[config.mk]
export PLATFORM = sky130hd
export DESIGN_NAME = mem_bus_ctrl_flat
export DESIGN_NICKNAME = d
export VERILOG_FILES = /design/src/rtl/mem_bus_ctrl_if.sv /design/src/rtl/mem_bus_ctrl.sv /design/src/flat_wrapper.sv
export SDC_FILE = /design/constraint.sdc
export NUM_CORES = 1
export LEC_CHECK = 0
export BUFFER_PORTS_ARGS = -buffer_cell sky130_fd_sc_hd__buf_2
export CORE_AREA = 2 2 159 161
export CTS_BUF_LIST = sky130_fd_sc_hd__clkbuf_4 sky130_fd_sc_hd__clkbuf_8 sky130_fd_sc_hd__clkbuf_16
export CTS_CLUSTER_DIAMETER = 50
export CTS_CLUSTER_SIZE = 30
export DETAILED_ROUTE_END_ITERATION = 7
export DIE_AREA = 0 0 161 163
export SLEW_MARGIN = 5
export SYNTH_ARGS = -nofsm -noshare
export SYNTH_HDL_FRONTEND = slang
export SYNTH_SLANG_ARGS = --single-unit
[constraint.sdc]
create_clock -name clk -period 3 [get_ports clk]
set_clock_uncertainty 0.05 [all_clocks]
set_input_delay 0.15 -clock clk [delete_from_list [all_inputs] [get_ports clk]]
set_output_delay 0.15 -clock clk [all_outputs]
set_load 0.05 [all_outputs]
[src/rtl/mem_bus_ctrl_if.sv]
// CPU load/store request bus: req/we/addr/wdata/bytemode held by the master until a one-cycle ack.
// rdata is valid with ack and held by the controller until the next read completes.
interface mem_bus_ctrl_if;
  logic        req;
  logic        we;
  logic [31:0] addr;
  logic [31:0] wdata;
  logic [4:0]  bytemode;
  logic        ack;
  logic [31:0] rdata;

  modport master (output req, we, addr, wdata, bytemode, input ack, rdata);
  modport slave  (input req, we, addr, wdata, bytemode, output ack, rdata);
endinterface

[src/rtl/mem_bus_ctrl.sv]
// Multi-cycle controller for banked SRAM, UART (only with MEM_BUS_UART_EN) and LED/display registers.
// Latency to ack: SRAM WAIT_CYCLES+2, UART UART_PULSE+1, MMIO 1; requester holds req until ack.
module mem_bus_ctrl #(
  parameter int BANKS       = 2,
  parameter int ADDR_W      = 20,
  parameter int WAIT_CYCLES = 1,
  parameter int UART_PULSE  = 2
) (
  input  logic                clk,
  input  logic                reset_n,
  mem_bus_ctrl_if.slave       bus,
  output logic [ADDR_W-1:0]   sram_addr,
  input  logic [32*BANKS-1:0] sram_dq_i,
  output logic [31:0]         sram_dq_o,
  output logic [BANKS-1:0]    sram_dq_oe,
  output logic [3:0]          sram_be_n,
  output logic [BANKS-1:0]    sram_ce_n,
  output logic                sram_oe_n,
  output logic                sram_we_n,
  output logic                uart_rdn,
  output logic                uart_wrn,
  input  logic                uart_dataready,
  input  logic                uart_tbre,
  input  logic                uart_tsre,
  output logic [15:0]         leds,
  output logic [7:0]          dpys
);

  localparam int BW = (BANKS > 1) ? $clog2(BANKS) : 1;
  localparam logic [31:0] A_UDAT  = 32'hBFD003F8;
  localparam logic [31:0] A_USTAT = 32'hBFD003FC;
  localparam logic [31:0] A_LED   = 32'hBFD00400;
  localparam logic [31:0] A_DPY   = 32'hBFD00408;

  typedef enum logic [2:0] {IDLE, SETUP, ACCESS, UPULSE, DONE} state_t;
  typedef enum logic [1:0] {K_SRAM, K_UART, K_MMIO} kind_t;
  typedef struct packed {
    logic        we;
    logic [31:0] addr;
    logic [31:0] wdata;
    logic [4:0]  bm;
  } req_t;

  state_t           state_q, state_d;
  logic [3:0]       cnt_q, cnt_d;
  req_t             req_q, cur;
  kind_t            kind;
  logic [BW-1:0]    bank_sel;
  logic [BANKS-1:0] bank_oh, ce_n_d, dq_oe_d;
  logic [31:0]      bank_rd, rd_ext, wr_rep, mmio_rd;
  logic             accept, last_access, sx, oe_n_d, we_n_d;

  // Outputs for the first cycle are computed from the live inputs while IDLE, later from the latched copy.
  assign accept      = (state_q == IDLE) && bus.req;
  assign cur         = (state_q == IDLE) ? {bus.we, bus.addr, bus.wdata, bus.bytemode} : req_q;
  assign last_access = (state_q == ACCESS) && (cnt_q == 4'(WAIT_CYCLES - 1));
  assign sx          = ~cur.bm[4];

  always_comb begin
    kind = K_SRAM;
    if (cur.addr == A_LED || cur.addr == A_DPY || cur.addr == A_USTAT) kind = K_MMIO;
`ifdef MEM_BUS_UART_EN
    else if (cur.addr == A_UDAT) kind = K_UART;
`else
    else if (cur.addr == A_UDAT) kind = K_MMIO;
`endif
  end

  generate
    if (BANKS > 1) begin : g_bank
      assign bank_sel = cur.addr[ADDR_W+2 +: BW];
    end else begin : g_nobank
      assign bank_sel = '0;
    end
  endgenerate

  always_comb begin
    bank_oh = '0;
    bank_rd = '0;
    for (int b = 0; b < BANKS; b++) begin
      if (bank_sel == BW'(b)) begin
        bank_oh[b] = 1'b1;
        bank_rd    = sram_dq_i[32*b +: 32];
      end
    end
  end

  // Lane masks other than single bytes and aligned halves fall through to a full word.
  always_comb begin
    rd_ext = bank_rd;
    wr_rep = cur.wdata;
    case (cur.bm[3:0])
      4'b0001: begin rd_ext = {{24{sx & bank_rd[7]}},  bank_rd[7:0]};   wr_rep = {4{cur.wdata[7:0]}}; end
      4'b0010: begin rd_ext = {{24{sx & bank_rd[15]}}, bank_rd[15:8]};  wr_rep = {4{cur.wdata[7:0]}}; end
      4'b0100: begin rd_ext = {{24{sx & bank_rd[23]}}, bank_rd[23:16]}; wr_rep = {4{cur.wdata[7:0]}}; end
      4'b1000: begin rd_ext = {{24{sx & bank_rd[31]}}, bank_rd[31:24]}; wr_rep = {4{cur.wdata[7:0]}}; end
      4'b0011: begin rd_ext = {{16{sx & bank_rd[15]}}, bank_rd[15:0]};  wr_rep = {2{cur.wdata[15:0]}}; end
      4'b1100: begin rd_ext = {{16{sx & bank_rd[31]}}, bank_rd[31:16]}; wr_rep = {2{cur.wdata[15:0]}}; end
      default: ;
    endcase
  end

`ifdef MEM_BUS_UART_EN
  logic rdn_d, wrn_d, last_pulse;
  assign last_pulse = (state_q == UPULSE) && (cnt_q == 4'(UART_PULSE - 1));
  assign mmio_rd    = (cur.addr == A_USTAT) ? {30'b0, uart_dataready, uart_tbre & uart_tsre} : 32'b0;
`else
  logic unused_uart;
  assign unused_uart = ^{uart_dataready, uart_tbre, uart_tsre, 4'(UART_PULSE)};
  assign mmio_rd     = 32'b0;
  assign uart_rdn    = 1'b1;
  assign uart_wrn    = 1'b1;
`endif

  always_comb begin
    state_d = state_q;
    cnt_d   = cnt_q;
    case (state_q)
      IDLE: begin
        if (bus.req) begin
          cnt_d = '0;
          case (kind)
            K_SRAM:  state_d = SETUP;
            K_UART:  state_d = UPULSE;
            default: state_d = DONE;
          endcase
        end
      end
      SETUP:  begin state_d = ACCESS; cnt_d = '0; end
      ACCESS: begin
        if (last_access) state_d = DONE;
        else             cnt_d   = cnt_q + 4'd1;
      end
`ifdef MEM_BUS_UART_EN
      UPULSE: begin
        if (last_pulse) state_d = DONE;
        else            cnt_d   = cnt_q + 4'd1;
      end
`endif
      DONE:    state_d = IDLE;
      default: state_d = IDLE;
    endcase
  end

  // Strobe values for the state being entered, so every strobe leaves a flop.
  always_comb begin
    ce_n_d  = '1;
    dq_oe_d = '0;
    oe_n_d  = 1'b1;
    we_n_d  = 1'b1;
`ifdef MEM_BUS_UART_EN
    rdn_d   = 1'b1;
    wrn_d   = 1'b1;
    if (kind == K_UART) begin
      if (cur.we) begin
        if (state_d inside {UPULSE, DONE}) dq_oe_d[0] = 1'b1;
        if (state_d == UPULSE) wrn_d = 1'b0;
      end else if (state_d == UPULSE) begin
        rdn_d = 1'b0;
      end
    end
`endif
    if (kind == K_SRAM) begin
      if (cur.we) begin
        if (state_d inside {SETUP, ACCESS, DONE}) begin
          ce_n_d  = ~bank_oh;
          dq_oe_d = bank_oh;
        end
        if (state_d == ACCESS) we_n_d = 1'b0;
      end else if (state_d inside {SETUP, ACCESS}) begin
        ce_n_d = ~bank_oh;
        oe_n_d = 1'b0;
      end
    end
  end

  always_ff @(posedge clk or negedge reset_n) begin
    if (!reset_n) begin
      state_q <= IDLE;
      cnt_q   <= '0;
    end else begin
      state_q <= state_d;
      cnt_q   <= cnt_d;
    end
  end

  always_ff @(posedge clk or negedge reset_n) begin
    if (!reset_n) begin
      sram_ce_n  <= '1;
      sram_dq_oe <= '0;
      sram_oe_n  <= 1'b1;
      sram_we_n  <= 1'b1;
      bus.ack    <= 1'b0;
    end else begin
      sram_ce_n  <= ce_n_d;
      sram_dq_oe <= dq_oe_d;
      sram_oe_n  <= oe_n_d;
      sram_we_n  <= we_n_d;
      bus.ack    <= (state_d == DONE);
    end
  end

`ifdef MEM_BUS_UART_EN
  always_ff @(posedge clk or negedge reset_n) begin
    if (!reset_n) begin
      uart_rdn <= 1'b1;
      uart_wrn <= 1'b1;
    end else begin
      uart_rdn <= rdn_d;
      uart_wrn <= wrn_d;
    end
  end
`endif

  always_ff @(posedge clk or negedge reset_n) begin
    if (!reset_n) begin
      req_q     <= '0;
      sram_addr <= '0;
      sram_be_n <= '1;
      sram_dq_o <= '0;
      bus.rdata <= '0;
      leds      <= '0;
      dpys      <= '0;
    end else begin
      if (accept) begin
        req_q <= cur;
        if (kind == K_SRAM) begin
          sram_addr <= cur.addr[ADDR_W+1:2];
          sram_be_n <= ~cur.bm[3:0];
          if (cur.we) sram_dq_o <= wr_rep;
        end
`ifdef MEM_BUS_UART_EN
        if (kind == K_UART && cur.we) sram_dq_o <= cur.wdata;
`endif
        if (kind == K_MMIO) begin
          if (cur.we) begin
            if (cur.addr == A_LED) leds <= cur.wdata[15:0];
            if (cur.addr == A_DPY) dpys <= cur.wdata[7:0];
          end else begin
            bus.rdata <= mmio_rd;
          end
        end
      end
      if (last_access && !req_q.we) bus.rdata <= rd_ext;
`ifdef MEM_BUS_UART_EN
      if (last_pulse && !req_q.we) bus.rdata <= {24'b0, sram_dq_i[7:0]};
`endif
    end
  end

endmodule

[src/flat_wrapper.sv]
// flat-port wrapper written by rule: the top's interface ports become plain ports
module mem_bus_ctrl_flat 
#(
  parameter int BANKS       = 2,
  parameter int ADDR_W      = 20,
  parameter int WAIT_CYCLES = 1,
  parameter int UART_PULSE  = 2
)
  (clk, reset_n, sram_addr, sram_dq_i, sram_dq_o, sram_dq_oe, sram_be_n, sram_ce_n, sram_oe_n, sram_we_n, uart_rdn, uart_wrn, uart_dataready, uart_tbre, uart_tsre, leds, dpys, bus_req, bus_we, bus_addr, bus_wdata, bus_bytemode, bus_ack, bus_rdata);
  mem_bus_ctrl_if bus_i ();
  input  logic clk;
  input  logic reset_n;
  output logic [ADDR_W-1:0] sram_addr;
  input  logic [32*BANKS-1:0] sram_dq_i;
  output logic [31:0] sram_dq_o;
  output logic [BANKS-1:0] sram_dq_oe;
  output logic [3:0] sram_be_n;
  output logic [BANKS-1:0] sram_ce_n;
  output logic sram_oe_n;
  output logic sram_we_n;
  output logic uart_rdn;
  output logic uart_wrn;
  input  logic uart_dataready;
  input  logic uart_tbre;
  input  logic uart_tsre;
  output logic [15:0] leds;
  output logic [7:0] dpys;
  input wire logic [$bits(bus_i.req)-1:0] bus_req;
  input wire logic [$bits(bus_i.we)-1:0] bus_we;
  input wire logic [$bits(bus_i.addr)-1:0] bus_addr;
  input wire logic [$bits(bus_i.wdata)-1:0] bus_wdata;
  input wire logic [$bits(bus_i.bytemode)-1:0] bus_bytemode;
  output wire logic [$bits(bus_i.ack)-1:0] bus_ack;
  output wire logic [$bits(bus_i.rdata)-1:0] bus_rdata;
  assign bus_i.req = bus_req;
  assign bus_i.we = bus_we;
  assign bus_i.addr = bus_addr;
  assign bus_i.wdata = bus_wdata;
  assign bus_i.bytemode = bus_bytemode;
  assign bus_ack = bus_i.ack;
  assign bus_rdata = bus_i.rdata;
  mem_bus_ctrl #(.BANKS(BANKS), .ADDR_W(ADDR_W), .WAIT_CYCLES(WAIT_CYCLES), .UART_PULSE(UART_PULSE)) u_core (.clk(clk), .reset_n(reset_n), .bus(bus_i), .sram_addr(sram_addr), .sram_dq_i(sram_dq_i), .sram_dq_o(sram_dq_o), .sram_dq_oe(sram_dq_oe), .sram_be_n(sram_be_n), .sram_ce_n(sram_ce_n), .sram_oe_n(sram_oe_n), .sram_we_n(sram_we_n), .uart_rdn(uart_rdn), .uart_wrn(uart_wrn), .uart_dataready(uart_dataready), .uart_tbre(uart_tbre), .uart_tsre(uart_tsre), .leds(leds), .dpys(dpys));
endmodule
==> results.md <==
* Critical Path Start Type: flip-flop
* CTS tree: yes
* Most instantiated cells after synthesis: nand2_1, dfrtp_1, mux2i_1
* Slowest stage cell, crit path: or3_1
* Synth warn at 0
* GRT Overall Usage at 21.8%
* Tightest Pin Transition at 781 ps
* I/O Pins at approximately 260
* Area growth, synth to finish at 33.3%
* RSZ-0062 raised after global routing: no
* Stages on the worst setup path at 7
* WL per Instance at 17.1 um
* Synthesized area at 9620 sq um
* Vias in the first global route at between 8k and 9k
* Critical Path End Type: flip-flop
* Most frequent cell after synthesis: nand2_1
* Final WL at roughly 28 mm
* Crit-path cells: or3_1, and3_1, or4_4, o211ai_2, and2b_2, buf_12, mux2_1
* Synth cell types at 70
* DRC viols at 0
* Compound-Gate Fraction of Synth Area at under 10%
* Grt met3 use at under 10%
* WS Path Type: reg2reg
* Async SR Flop Fraction at 100%
* Pin count of the biggest net entering global routing at 90
* Drt pass-1 iters at 5
* Fin crit period at about 2800 ps
* Final worst-path cycle share at approximately 93%
* I/O Buffers at about 260
* Top FF cell, synth: dfrtp_1
* R2R setup slack at approximately 220 ps
* Starting Density at 39.0%
* WHS Path Cells at 4
* Total leakage power at 6.57 nW
* Final hold vios at 0
* DP HPWL at ~20 mm
* Share of layout cells above drive strength 1 at roughly 30%
* Top cells by area, synth: dfrtp_1, nand2_1, mux2i_1
* Post-synthesis sequential area ratio at about half
* Fin. max-slew vios at 0
* GPL Wtd Cong at around 0.85
* Synthesized flop and latch total at 195
* Most area-hungry cell type in the Yosys netlist: dfrtp_1
* Yosys top cell area share at 48.6%
* Final instance area at roughly 13000 sq um
* GR Util met2 at a little over a third
* Pwr/cell area at approximately 1200 nW/um^2
* GRT overflow at 0
* Largest family of logic cells by synthesized area: simple AND/OR/NAND/NOR gates
* Worst IR Drop VDD at between 0.0005 and 0.0006 V
* Xor and xnor area share after synthesis at less than 1%
* H-tree depth at 4
* Max incr delay on CP at around 540 ps
* CTS clk-pin slew, worst paths at ~70 ps
* Post-CTS Resized at 0
* Worst-path fanout max at 32
* # clock sinks at 195
* Min-Delay Path Class: in2reg
* Post-synthesis adder-cell area fraction at less than 1%
* Maxcap violations at 0
* Arr. time, crit path at 3040 ps
* Post-synth EDFFs at 0
* GR peak layer: met2
* # diodes at 0
* Die width at about 160 um
* Root buf cell: clkbuf_16
* Run status: finished clean
* Worst-case reg-to-reg path depth at 7
* Setup violations, final at 0
* Post-Syn Instances at 966
* Met1 global-route usage at between 20 and 30%
* Setup TNS at 0 ps
* Final antenna-violating net count at 0
* Mux share of post-synthesis cell area at between 10% and 20%
* Clk buf depth at 2
* Rows at 58
* Avg Inst Size Synth at ~10 sq um
* Post-synthesis simple-gate area fraction at 19.3%
* CTS Buf Count at 17
* Cell Area, Placed at 11400 sq um
* Cell family with most CP delay: simple AND/OR/NAND/NOR gates
* Worst Path Buf+Inv at 1
* Core Area at 24700 sq um
* Die height at roughly 160 um
* Slew HR at a little under half
* Worst-skew pair later-pin latency at 440 ps
* Vias per std cell at 5.02
* Die Area at 26200 sq um
* Nets at between 1k and 1.5k
* Initial antenna violation count at 0
* Initial drt markers at 600
* Critical Path RT at about 3300 ps
* DR vias at 8306
* First-pass GRT wire length at 44.7 mm
* F_max at ~0.36 GHz
==> cell families (layout without fill, tap and decap cells) <==
family,count (synthesis),count (layout)
compound gates,121,121
xor+xnor,3,3
fa+ha+maj,2,2
buf+inv,91,450
flops,195,195
mux,131,131
other cells,1,2
simple gates,422,422
==> metal layers <==
layer,wire [um],up-vias
met1,12800,4004
met4,674,0
li1,-,4004
met5,0,-
met3,1540,47
met2,13300,251
==> registers in the layout, summed over array words and instances, names as in the netlist, 2 cells and up <==
register and cells:
u_core.dpys 8, u_core.sram_addr 20, u_core.cnt_q 4, u_core.bus.rdata 32
u_core.sram_dq_o 32, u_core.leds 16, u_core.sram_dq_oe 2, u_core.sram_ce_n 2
u_core.state_q 3, u_core.req_q 69, u_core.sram_be_n 4
==> worst register-to-register path: cells and delay by family, from the launching register on <==
kind,cells,cell delay [ps]
AO/OA/AOI/OAI,1,100
flip-flops,1,460
buffers and inverters,1,230
multiplexers,1,370
AND/OR/NAND/NOR,4,1460
==> layout make-up <==
| class | count | area, sq um |
|---|---|---|
| Clock inverter | 11 | 104 |
| Clock buffer | 21 | 462 |
| Tap cell | 330 | 413 |
| Fill cell | 2280 | 11900 |
| Timing Repair Buffer | 385 | 2540 |
| Multi-Input combinational cell | 681 | 4290 |
| Inverter | 33 | 124 |
| Sequential cell | 195 | 4890 |
==> worst paths after layout <==
kind / from / to
hold reg to reg: u_core.sram_be_n[3] / u_core.sram_be_n[3]
min in group asynchronous: reset_n / u_core.req_q[16]
max in group asynchronous: reset_n / u_core.sram_be_n[0]
setup / recovery: u_core.state_q[0] / u_core.sram_dq_o[23]
setup reg to reg: u_core.state_q[0] / u_core.sram_dq_o[23]
hold / removal: sram_dq_i[21] / u_core.bus.rdata[21]
==> where the power goes <==
| part | switching, W | internal (W) | total (W) |
|---|---|---|---|
| clock | 0.00106 | 0.00120 | 0.00226 |
| sequential | 0.000667 | 0.00373 | 0.00440 |
| combinational | 0.00554 | 0.00292 | 0.00847 |
==> repair_timing <==
| item | in CTS | in global routing |
|---|---|---|
| hold buffers | 88 | 0 |
| endpoints found under the hold margin | 190 | 0 |
| setup buffers | 0 | 0 |
==> cells in the final DEF (no fill, tap or decap), types with 10 or more instances in the layout <==
cell           Yosys  layout
dlygate4sd3_1      0      88
mux2_4            10      10
mux2_1            24      24
o21ai_0           27      27
buf_2             15     254
inv_1             33      33
nor2_1            25      25
and2_1            14      13
a221o_1           24      24
nor4b_1           10      10
nand2_1          316     314
clkbuf_16          0      17
dfrtp_1          187     187
mux2_2            31      31
a21oi_1           17      17
mux2i_1           66      66
buf_4              8      37
==> per-stage QoR <==
stage | worst slack (ps) | utilization [%] | hold WS, ps | total power (W) | std cells
after detailed placement | 209 | 46.1 | 234 | 0.0128 | 1536
after floorplan | 389 | - | -196 | 0.0105 | 967
after global routing | 75.4 | 52.0 | 29.7 | 0.0161 | 1656
final | 220 | 52.0 | 15.5 | 0.0151 | 1656
after global placement | 236 | 46.1 | 230 | 0.0127 | 1536
after CTS | 200 | 52.0 | 1.64 | 0.0152 | 1656
(Power assumes the default switching activity.)
